[config.mk]
export PLATFORM = sky130hd
export DESIGN_NAME = alu_pipe_unit
export DESIGN_NICKNAME = d
export VERILOG_FILES = /design/src/rtl/alu_pipe_unit.sv
export SDC_FILE = /design/constraint.sdc
export NUM_CORES = 2
export LEC_CHECK = 0
export ABC_CLOCK_PERIOD_IN_PS = 5200
export BUFFER_PORTS_ARGS = -buffer_cell sky130_fd_sc_hd__buf_2
export CAP_MARGIN = 20
export CORE_ASPECT_RATIO = 1.4
export CORE_MARGIN = 1.5
export CORE_UTILIZATION = 40
export CTS_CLUSTER_DIAMETER = 120
export CTS_CLUSTER_SIZE = 24
export DETAILED_ROUTE_END_ITERATION = 6
export GPL_TIMING_DRIVEN = 0
export PLACE_DENSITY = 0.58
export RECOVER_POWER = 25
export SETUP_SLACK_MARGIN = 0.05
export SYNTH_ARGS = -nofsm -noshare
export SYNTH_HDL_FRONTEND = slang
export SYNTH_SLANG_ARGS = --single-unit
[constraint.sdc]
create_clock -name clk_in -period 5.2 [get_ports clk_in]
set_clock_uncertainty 0.05 [all_clocks]
set_input_delay 0.26 -clock clk_in [delete_from_list [all_inputs] [get_ports clk_in]]
set_output_delay 0.26 -clock clk_in [all_outputs]
set_load 0.05 [all_outputs]
[src/rtl/alu_pipe_unit.sv]
// alu_pipe_unit: two-stage pipelined integer ALU / branch resolver feeding an in-order result FIFO.
// Optional multiplier for ops 20-23 is built only when ALU_MUL_EN is defined.
module alu_pipe_unit #(
  parameter int unsigned XLEN      = 32,
  parameter int unsigned TAG_W     = 4,
  parameter int unsigned OUT_DEPTH = 4
) (
  input  logic             clk_in,
  input  logic             rst_in,
  input  logic             rdy_in,
  input  logic             flush_in,
  input  logic             in_valid,
  output logic             in_ready,
  input  logic [4:0]       in_op,
  input  logic [XLEN-1:0]  in_a,
  input  logic [XLEN-1:0]  in_b,
  input  logic [XLEN-1:0]  in_imm,
  input  logic             in_use_imm,
  input  logic [XLEN-1:0]  in_pc,
  input  logic             in_c,
  input  logic [TAG_W-1:0] in_tag,
  output logic             out_valid,
  input  logic             out_ready,
  output logic [TAG_W-1:0] out_tag,
  output logic [XLEN-1:0]  out_result,
  output logic             out_taken,
  output logic [XLEN-1:0]  out_target,
  output logic             out_illegal
);

  localparam int unsigned PTR_W = $clog2(OUT_DEPTH);
  localparam int unsigned CNT_W = PTR_W + 1;

  localparam logic [4:0] OP_ADD    = 5'd0;
  localparam logic [4:0] OP_SUB    = 5'd1;
  localparam logic [4:0] OP_AND    = 5'd2;
  localparam logic [4:0] OP_OR     = 5'd3;
  localparam logic [4:0] OP_XOR    = 5'd4;
  localparam logic [4:0] OP_SLL    = 5'd5;
  localparam logic [4:0] OP_SRL    = 5'd6;
  localparam logic [4:0] OP_SRA    = 5'd7;
  localparam logic [4:0] OP_SLT    = 5'd8;
  localparam logic [4:0] OP_SLTU   = 5'd9;
  localparam logic [4:0] OP_BEQ    = 5'd10;
  localparam logic [4:0] OP_BNE    = 5'd11;
  localparam logic [4:0] OP_BLT    = 5'd12;
  localparam logic [4:0] OP_BGE    = 5'd13;
  localparam logic [4:0] OP_BLTU   = 5'd14;
  localparam logic [4:0] OP_BGEU   = 5'd15;
  localparam logic [4:0] OP_JAL    = 5'd16;
  localparam logic [4:0] OP_JALR   = 5'd17;
  localparam logic [4:0] OP_LUI    = 5'd18;
  localparam logic [4:0] OP_AUIPC  = 5'd19;
`ifdef ALU_MUL_EN
  localparam logic [4:0] OP_MUL    = 5'd20;
  localparam logic [4:0] OP_MULH   = 5'd21;
  localparam logic [4:0] OP_MULHSU = 5'd22;
  localparam logic [4:0] OP_MULHU  = 5'd23;
`endif

  typedef struct packed {
    logic [4:0]       op;
    logic [XLEN-1:0]  a;
    logic [XLEN-1:0]  b;
    logic [XLEN-1:0]  imm;
    logic             use_imm;
    logic [XLEN-1:0]  pc;
    logic             c;
    logic [TAG_W-1:0] tag;
  } req_t;

  typedef struct packed {
    logic [TAG_W-1:0] tag;
    logic [XLEN-1:0]  result;
    logic             taken;
    logic [XLEN-1:0]  target;
    logic             illegal;
  } res_t;

  logic             alive_q, alive_d;
  logic             s1_valid_q, s1_valid_d;
  req_t             s1_q, s1_d;
  res_t             mem_q [OUT_DEPTH];
  res_t             mem_d [OUT_DEPTH];
  logic [PTR_W-1:0] wr_ptr_q, wr_ptr_d;
  logic [PTR_W-1:0] rd_ptr_q, rd_ptr_d;
  logic [CNT_W-1:0] count_q, count_d;
  logic             out_valid_q, out_valid_d;
  res_t             head_q, head_d;

  req_t             req_c;
  res_t             res_c;
  logic             in_ready_c;
  logic             accept_c;
  logic             push_c;
  logic             pop_c;
  logic [PTR_W-1:0] rd_nxt_c;
  logic [XLEN-1:0]  opb_c;
  logic [XLEN-1:0]  ilen_c;
  logic [XLEN-1:0]  pc_seq_c;
  logic [XLEN-1:0]  pc_imm_c;
  logic             cond_c;

  // Credit check uses only registered state, so out_ready never reaches in_ready.
  assign in_ready_c = alive_q && rdy_in && !flush_in &&
                      ((count_q + CNT_W'(s1_valid_q)) < CNT_W'(OUT_DEPTH));
  assign accept_c   = in_valid && in_ready_c;
  assign push_c     = s1_valid_q;
  assign pop_c      = out_valid_q && out_ready;
  assign rd_nxt_c   = rd_ptr_q + PTR_W'(1);

  always_comb begin
    req_c         = '0;
    req_c.op      = in_op;
    req_c.a       = in_a;
    req_c.b       = in_b;
    req_c.imm     = in_imm;
    req_c.use_imm = in_use_imm;
    req_c.pc      = in_pc;
    req_c.c       = in_c;
    req_c.tag     = in_tag;
  end

  assign opb_c    = s1_q.use_imm ? s1_q.imm : s1_q.b;
  assign ilen_c   = s1_q.c ? XLEN'(2) : XLEN'(4);
  assign pc_seq_c = s1_q.pc + ilen_c;
  assign pc_imm_c = s1_q.pc + s1_q.imm;

  // Branch condition always compares rs1 against rs2, never the immediate.
  always_comb begin
    cond_c = 1'b0;
    case (s1_q.op)
      OP_BEQ:  cond_c = (s1_q.a == s1_q.b);
      OP_BNE:  cond_c = (s1_q.a != s1_q.b);
      OP_BLT:  cond_c = ($signed(s1_q.a) <  $signed(s1_q.b));
      OP_BGE:  cond_c = ($signed(s1_q.a) >= $signed(s1_q.b));
      OP_BLTU: cond_c = (s1_q.a <  s1_q.b);
      OP_BGEU: cond_c = (s1_q.a >= s1_q.b);
      default: cond_c = 1'b0;
    endcase
  end

`ifdef ALU_MUL_EN
  logic [2*XLEN-1:0] mul_a_c, mul_b_c, mul_p_c;

  // One shared 2*XLEN multiplier; signedness is chosen by operand extension.
  always_comb begin
    mul_a_c = {{XLEN{1'b0}}, s1_q.a};
    mul_b_c = {{XLEN{1'b0}}, s1_q.b};
    if (s1_q.op == OP_MULH || s1_q.op == OP_MULHSU) begin
      mul_a_c = {{XLEN{s1_q.a[XLEN-1]}}, s1_q.a};
    end
    if (s1_q.op == OP_MULH) begin
      mul_b_c = {{XLEN{s1_q.b[XLEN-1]}}, s1_q.b};
    end
  end

  assign mul_p_c = mul_a_c * mul_b_c;
`endif

  // S2 result computation from the S1 register.
  always_comb begin
    res_c     = '0;
    res_c.tag = s1_q.tag;
    case (s1_q.op)
      OP_ADD:  res_c.result = s1_q.a + opb_c;
      OP_SUB:  res_c.result = s1_q.a - opb_c;
      OP_AND:  res_c.result = s1_q.a & opb_c;
      OP_OR:   res_c.result = s1_q.a | opb_c;
      OP_XOR:  res_c.result = s1_q.a ^ opb_c;
      OP_SLL:  res_c.result = s1_q.a << opb_c[4:0];
      OP_SRL:  res_c.result = s1_q.a >> opb_c[4:0];
      OP_SRA:  res_c.result = XLEN'($signed(s1_q.a) >>> opb_c[4:0]);
      OP_SLT:  res_c.result = XLEN'($signed(s1_q.a) < $signed(opb_c));
      OP_SLTU: res_c.result = XLEN'(s1_q.a < opb_c);
      OP_BEQ, OP_BNE, OP_BLT, OP_BGE, OP_BLTU, OP_BGEU: begin
        res_c.taken  = cond_c;
        res_c.target = cond_c ? pc_imm_c : pc_seq_c;
      end
      OP_JAL: begin
        res_c.result = pc_seq_c;
        res_c.taken  = 1'b1;
        res_c.target = pc_imm_c;
      end
      OP_JALR: begin
        res_c.result = pc_seq_c;
        res_c.taken  = 1'b1;
        res_c.target = (s1_q.a + s1_q.imm) & ~XLEN'(1);
      end
      OP_LUI:   res_c.result = s1_q.imm;
      OP_AUIPC: res_c.result = pc_imm_c;
`ifdef ALU_MUL_EN
      OP_MUL:   res_c.result = mul_p_c[XLEN-1:0];
      OP_MULH, OP_MULHSU, OP_MULHU: res_c.result = mul_p_c[2*XLEN-1:XLEN];
`endif
      default:  res_c.illegal = 1'b1;
    endcase
  end

  // Next-state: S1 advance, FIFO push/pop, and registered head tracking.
  always_comb begin
    alive_d     = 1'b1;
    s1_valid_d  = s1_valid_q;
    s1_d        = s1_q;
    wr_ptr_d    = wr_ptr_q;
    rd_ptr_d    = rd_ptr_q;
    count_d     = count_q;
    out_valid_d = out_valid_q;
    head_d      = head_q;
    mem_d       = mem_q;
    if (rdy_in) begin
      if (flush_in) begin
        s1_valid_d  = 1'b0;
        wr_ptr_d    = '0;
        rd_ptr_d    = '0;
        count_d     = '0;
        out_valid_d = 1'b0;
      end else begin
        s1_valid_d = accept_c;
        if (accept_c) begin
          s1_d = req_c;
        end
        if (push_c) begin
          mem_d[wr_ptr_q] = res_c;
          wr_ptr_d        = wr_ptr_q + PTR_W'(1);
        end
        if (pop_c) begin
          rd_ptr_d = rd_nxt_c;
        end
        count_d     = count_q + CNT_W'(push_c) - CNT_W'(pop_c);
        out_valid_d = (count_d != '0);
        // Head holds its last contents whenever the FIFO drains empty.
        if (count_q == '0 && push_c) begin
          head_d = res_c;
        end else if (pop_c && count_q == CNT_W'(1) && push_c) begin
          head_d = res_c;
        end else if (pop_c && count_q > CNT_W'(1)) begin
          head_d = mem_q[rd_nxt_c];
        end
      end
    end
  end

  always_ff @(posedge clk_in or negedge rst_in) begin
    if (!rst_in) begin
      alive_q     <= 1'b0;
      s1_valid_q  <= 1'b0;
      s1_q        <= '0;
      wr_ptr_q    <= '0;
      rd_ptr_q    <= '0;
      count_q     <= '0;
      out_valid_q <= 1'b0;
      head_q      <= '0;
      for (int i = 0; i < int'(OUT_DEPTH); i++) begin
        mem_q[i] <= '0;
      end
    end else begin
      alive_q     <= alive_d;
      s1_valid_q  <= s1_valid_d;
      s1_q        <= s1_d;
      wr_ptr_q    <= wr_ptr_d;
      rd_ptr_q    <= rd_ptr_d;
      count_q     <= count_d;
      out_valid_q <= out_valid_d;
      head_q      <= head_d;
      mem_q       <= mem_d;
    end
  end

  assign in_ready    = in_ready_c;
  assign out_valid   = out_valid_q;
  assign out_tag     = head_q.tag;
  assign out_result  = head_q.result;
  assign out_taken   = head_q.taken;
  assign out_target  = head_q.target;
  assign out_illegal = head_q.illegal;

endmodule

# [Word-level counts from Yosys, hierarchy flattened]
# Cells that the tools add are included.
[totals] memories=0 word_cells=138 latchBits=0 output_inout_bits=72 romBits=0 mem_bits_rw=0 ff_bits=499
[op_classes] order_cmp=11 reduce_logical=25 n_mul=0 bitwise=6 addsub=9 mux=23 shifts=3 n_div=0 eq_ne=22
[op_table] op="$mux W70" n=6
[op_table] op="$pmux W32 S13" n=1
[op_table] op="$bwmux W280" n=1
[op_table] op="$bmux W70 S2" n=1
[op_table] op="$demux W70 S2" n=1
[op_table] op="$lt A32 B32 Y1" n=4
[op_table] op="$pmux W33 S3" n=1
[op_table] op="$add A32 B32 Y32" n=3
[op_table] op="$ge A32 B32 Y1" n=2
[op_table] op="$mux W32" n=2
[op_table] op="$eq A5 B4 Y1 const B" n=8
[op_table] op="$add A32 B3 Y32" n=1
[op_table] op="$and A32 B32 Y32" n=1
[op_table] op="$eq A32 B32 Y1" n=1
[op_table] op="$ne A32 B32 Y1" n=1
[op_table] op="$or A32 B32 Y32" n=1
[op_table] op="$shl A32 B5 Y32" n=1
[op_table] op="$shr A32 B5 Y32" n=1
[op_table] op="$sshr A32 B5 Y32" n=1
[op_table] op="$sub A32 B32 Y32" n=1
[op_table] op="$xor A32 B32 Y32" n=1
[op_table] op="$eq A5 B3 Y1 const B" n=4
[op_table] op="$eq A5 B5 Y1 const B" n=4
[op_table] op="$reduce_or A20 Y1" n=1
[op_table] op="26 further kinds" n=50

# [Depth between registers and ports, before layout]
[depth] ltp_word=8 mapped_depth=19 depth_no_buf=14

# [Worst setup path before layout]
# Ideal clock, no wire load.
[synth_timing] path_kind="register -> register" startpoint="register s1_q[37] (netlist bit)" endpoint="register mem_q[34] (netlist bit)" path_slack_ps=344 synth_period_minus_slack_ps=4856 stages_incl_launch_ff=20 path_buffers=5 setup_time_ps=138 arrival_time_ps=4668 path_cell_list="dfrtp_1 buf_6 mux2i_4 buf_6 inv_6 buf_4 buf_4 buf_4 ha_1 fa_1 nor2_1 o221ai_1 a2111oi_4 o21ai_1 o311ai_0 a21o_1 nand2_1 a211o_1 a2111oi_4 o21ai_0"
[synth_between] elab_chain_len=4 word_cells_on_any_way=13 classes_between="2 x add/sub; 2 x order compare; 3 x shift; 3 x mux; 3 x bitwise"
[synth_lines] item="start, declared" line_no="82" rtl="req_t s1_q, s1_d;"
[synth_lines] item="start signal, assigned" line_no="248" rtl="s1_q <= '0;"
[synth_lines] item="start signal, assigned" line_no="260" rtl="s1_q <= s1_d;"
[synth_lines] item="$mux W32 *" line_no="124" rtl="assign opb_c = s1_q.use_imm ? s1_q.imm : s1_q.b;"
[synth_lines] item="$sub A32 B32 Y32, or another cell as far along" line_no="167" rtl="OP_SUB: res_c.result = s1_q.a - opb_c;"
[synth_lines] item="$pmux W32 S13 *" line_no="165" rtl="case (s1_q.op)"
[synth_lines] item="$bwmux W280 *" line_no="224" rtl="mem_d[wr_ptr_q] = res_c;"
[synth_lines] item="end signal, assigned" line_no="266" rtl="mem_q <= mem_d;"
[synth_lines] item="end, declared" line_no="83" rtl="res_t mem_q [OUT_DEPTH];"
# Every way passes the cells marked *; elsewhere a longest branch is shown, timed or not.
# A chain may end at the register's enable or synchronous reset.

# [Worst setup path in the final report]
[layout_timing] startpoint="register s1_q[135] (netlist bit)" endpoint="register head_q, in the netlist out_result[8]"
[layout_between] elab_chain_len=5 word_cells_on_any_way=18 classes_between="13 x eq/ne; 3 x mux; 2 x reduce/logical"
[layout_lines] item="$eq A5 B5 Y1" line_no="165"
[layout_lines] item="$reduce_or A2 Y1 (no line)"
[layout_lines] item="$pmux W32 S13 *" line_no="165"
[layout_lines] item="$mux W70" line_no="235" rtl="end else if (pop_c && count_q == CNT_W'(1) && push_c) begin"
[layout_lines] item="$mux W70 *" line_no="233" rtl="if (count_q == '0 && push_c) begin"
[layout_lines] item="end signal, assigned" line_no="253" rtl="head_q <= '0;"
[layout_lines] item="end signal, assigned" line_no="265" rtl="head_q <= head_d;"
[layout_lines] item="end, declared" line_no="89" rtl="res_t head_q, head_d;"
# Marked as above.

==> flow_metrics.env <==
export IMPL_drc_errors=3
export IMPL_relSlewSlack_pct=-54.5
export IMPL_first_pass_iters=7
export IMPL_syn2layout_area_growth_pct=16.2
export IMPL_layout_setup_ws_ns=-0.00767
export IMPL_rows=129
export IMPL_hold_violations=0
export IMPL_synth_edf_count=0
export IMPL_cp_endpoint="out_result[8]$_DFFE_PN0P_"
export IMPL_async_reset_ff_share_pct=100
export IMPL_fin_tns_setup_ns=-0.0118
export IMPL_cts_buffers=27
export IMPL_ioPinCount=217
export IMPL_final_nets=4692
export IMPL_status="finished with violations"
export IMPL_worstRegToRegCells=9
export IMPL_power_uw=29600
export IMPL_initial_core_util_pct=40.5
export IMPL_clk_latency_ns=0.65
export IMPL_timing_fmax_ghz=0.192
export IMPL_cts_root_buf="clkbuf_16"
export IMPL_drt_wl_total_um=182000
export IMPL_ys_types=98
export IMPL_slew_viol_final=99
export IMPL_grt_use_total_pct=39.3
export IMPL_worst_pin_slew_ns=2.32
export IMPL_maxCapViolCount=2
export IMPL_avgViaCountPerCell=6.26
export IMPL_drive_above_1_share_pct=17.3
export IMPL_grt_overflow_total=0
export IMPL_cts_tree="built"
export IMPL_ys_seq_area_share_pct=34.8
export IMPL_hold_path_class="in2reg"
export IMPL_cts_max_path_buffers=3
export IMPL_start_kind="flop"
export IMPL_coreArea_um2=88600
export IMPL_syn_nets=4258
export IMPL_cp_end_kind="flop"
export IMPL_reg2reg_slack_ns=-0.008
export IMPL_fillers=8730
export IMPL_synthCells=3907
export IMPL_numClockSinks=499
export IMPL_power_density_nw_per_um2=710
export IMPL_die_area_um2=91600
export IMPL_period_share_pct=100
export IMPL_crit_reg2reg_launch="s1_q[135]$_DFFE_PN0P_"
export IMPL_ys_seq_elements=499
export IMPL_postRouteAntennaNets=0
export IMPL_antenna_found_initial=1
export IMPL_grt_pass1_vias=35000
export IMPL_syn_area_per_cell_um2=9.19
export IMPL_r2r_end="out_result[8]$_DFFE_PN0P_"
export IMPL_crit_fanout=10
export IMPL_worst_ep_required_time_ns=5.74
export IMPL_violations="DRC, capacitance limit, slew limit, setup timing"
export IMPL_die_w_um=256
export IMPL_via_count=34600
export IMPL_die_y_um=358
export IMPL_final_util_pct=47.1
export IMPL_setup_viol=2
export IMPL_place_gp_congestion=1.04
export IMPL_dpl_worst_slack_ns=-2.82
export IMPL_drt_iter0_drc=2892
export IMPL_syn_cell_area_um2=35900
export IMPL_wl_per_cell_um=33.0
export IMPL_cts_clk_slew_worst_paths_ns=0.11
export IMPL_synth_top_flop_cell="dfrtp_1"
export IMPL_rsz0062_at_grt="true"
export IMPL_numPortBuffers=215
export IMPL_leakagePower_uw=0.0183
export IMPL_grt_max_degree=119
export IMPL_htreeDepth=1
export IMPL_ys_warn_count=0
export IMPL_period_needed_ns=5.21
export IMPL_irDropWorstVdd_v=0.000709
export IMPL_cp_startpoint="s1_q[135]$_DFFE_PN0P_"
export IMPL_crit_type="reg2reg"
export IMPL_grt_pass1_wl_um=257000
export IMPL_place_hpwl_um=147000
export IMPL_crit_arrival_ns=5.74
[logic make-up after synthesis]
logic type	Yosys count	synth area share, %
buffers and inverters	416	4.62
flip-flops	499	34.8
AO/OA/AOI/OAI	1213	21.8
XOR/XNOR	97	2.37
AND/OR/NAND/NOR	1092	13.6
adder cells (fa/ha/maj)	206	7.28
multiplexers	383	15.6
other	1	0.0104
[metal layers]
metal / vias up / track usage [%] / routed length [um]
met3: 580 / 5.55 / 10400
met5: - / 0 / 0
met4: 0 / 34.7 / 19700
met1: 17200 / 41.9 / 63700
met2: 1555 / 68.3 / 88700
li1: 15200 / - / -
[timing repair]
item / in CTS / in global routing
endpoints found under the hold margin: 389 / 0
hold buffers: 141 / 0
endpoints found under the setup margin: 311 / 138
pin swaps: 23 / 4
resized for setup: 88 / 33
buffers inserted: 29 / 3
[cells in the mapped netlist, types with 71 or more instances]
cell	count	area share, %
ha_1	201	7.0
mux4_2	115	7.2
dfrtp_1	499	35
mux2i_1	86	2.4
a21oi_1	257	3.6
and3_1	71	1.2
nand2_1	539	5.6
inv_1	146	1.5
clkbuf_1	205	2.1
nor2_1	205	2.1
o21ai_0	386	5.4
mux2_2	173	5.4
[cell usage in the layout (no fill, tap or decap), types with 146 or more instances in the layout]
cell type,n
o21ai_0,381
nor2_1,201
a21oi_1,254
inv_1,146
buf_2,228
mux2_2,173
clkbuf_1,192
dfrtp_1,493
nand2_1,539
ha_1,201
[flip-flops by register name, indices dropped and copies added (netlist names), 2 cells and up]
signal	cells
out_result	32
rd_ptr_q	2
res_c	4
s1_q	135
wr_ptr_q	2
mem_q	280
count_q	3
out_tag	4
out_target	32
[layout make-up]
class                      count  area [um^2]  share of cell area [%]
multi-input combinational   2992        22100                    53.1
sequential                   499        12500                    29.9
timing repair buffer         418         3160                    7.57
tap                         1179         1480                    3.53
buffer                       252         1080                    2.59
clock buffer                  29          693                    1.66
inverter                     151          584                    1.40
clock inverter                 6         97.6                   0.234
antenna                        2         5.00                  0.0120
[per-stage QoR]
stage                     cells  hold WS [ns]  instance area (um^2)
after global placement     5301         0.407                 38500
after floorplan            3907       -0.0856                 35900
final                      5528        0.0696                 41700
after global routing       5526        0.0680                 41700
after detailed placement   5329         0.116                 38900
after CTS                  5525        0.0311                 41600
[worst max-delay path, cell delays in order (launching register included)]
cell	delay (ns)
dfrtp_1	0.46
clkbuf_1	0.30
nor3_1	1.15
nor2b_1	0.83
clkbuf_1	0.71
nand3_1	0.45
o21ai_0	0.38
a221oi_2	0.34
o21ai_1	0.31
o21a_1	0.15
[power by group]
part / internal [uW] / leakage, uW / switching [uW]
Sequential: 4960 / 0.00657 / 1400
Combinational: 6830 / 0.0113 / 14000
Clock: 988 / 0.000385 / 1430
Total: 12800 / 0.0183 / 16800
[how the worst min path moves through the flow]
stage | startpoint | end | slack (ns) | cells past startpoint
3_5_place_dp | rst_in | s1_q[84]$_DFFE_PN0P_ | 0.12 | 1
3_3_place_gp | mem_q[29]$_DFFE_PN0P_ | mem_q[29]$_DFFE_PN0P_ | 0.41 | 2
2_1_floorplan | rst_in | alive_q$_DFF_PN0_ | -0.09 | 0
6_report | out_ready | rd_ptr_q[0]$_DFFE_PN0P_ | 0.07 | 4
4_1_cts | rst_in | s1_q[84]$_DFFE_PN0P_ | 0.03 | 2
5_1_grt | out_ready | rd_ptr_q[0]$_DFFE_PN0P_ | 0.07 | 4
Power figures use the tool's default switching activity.
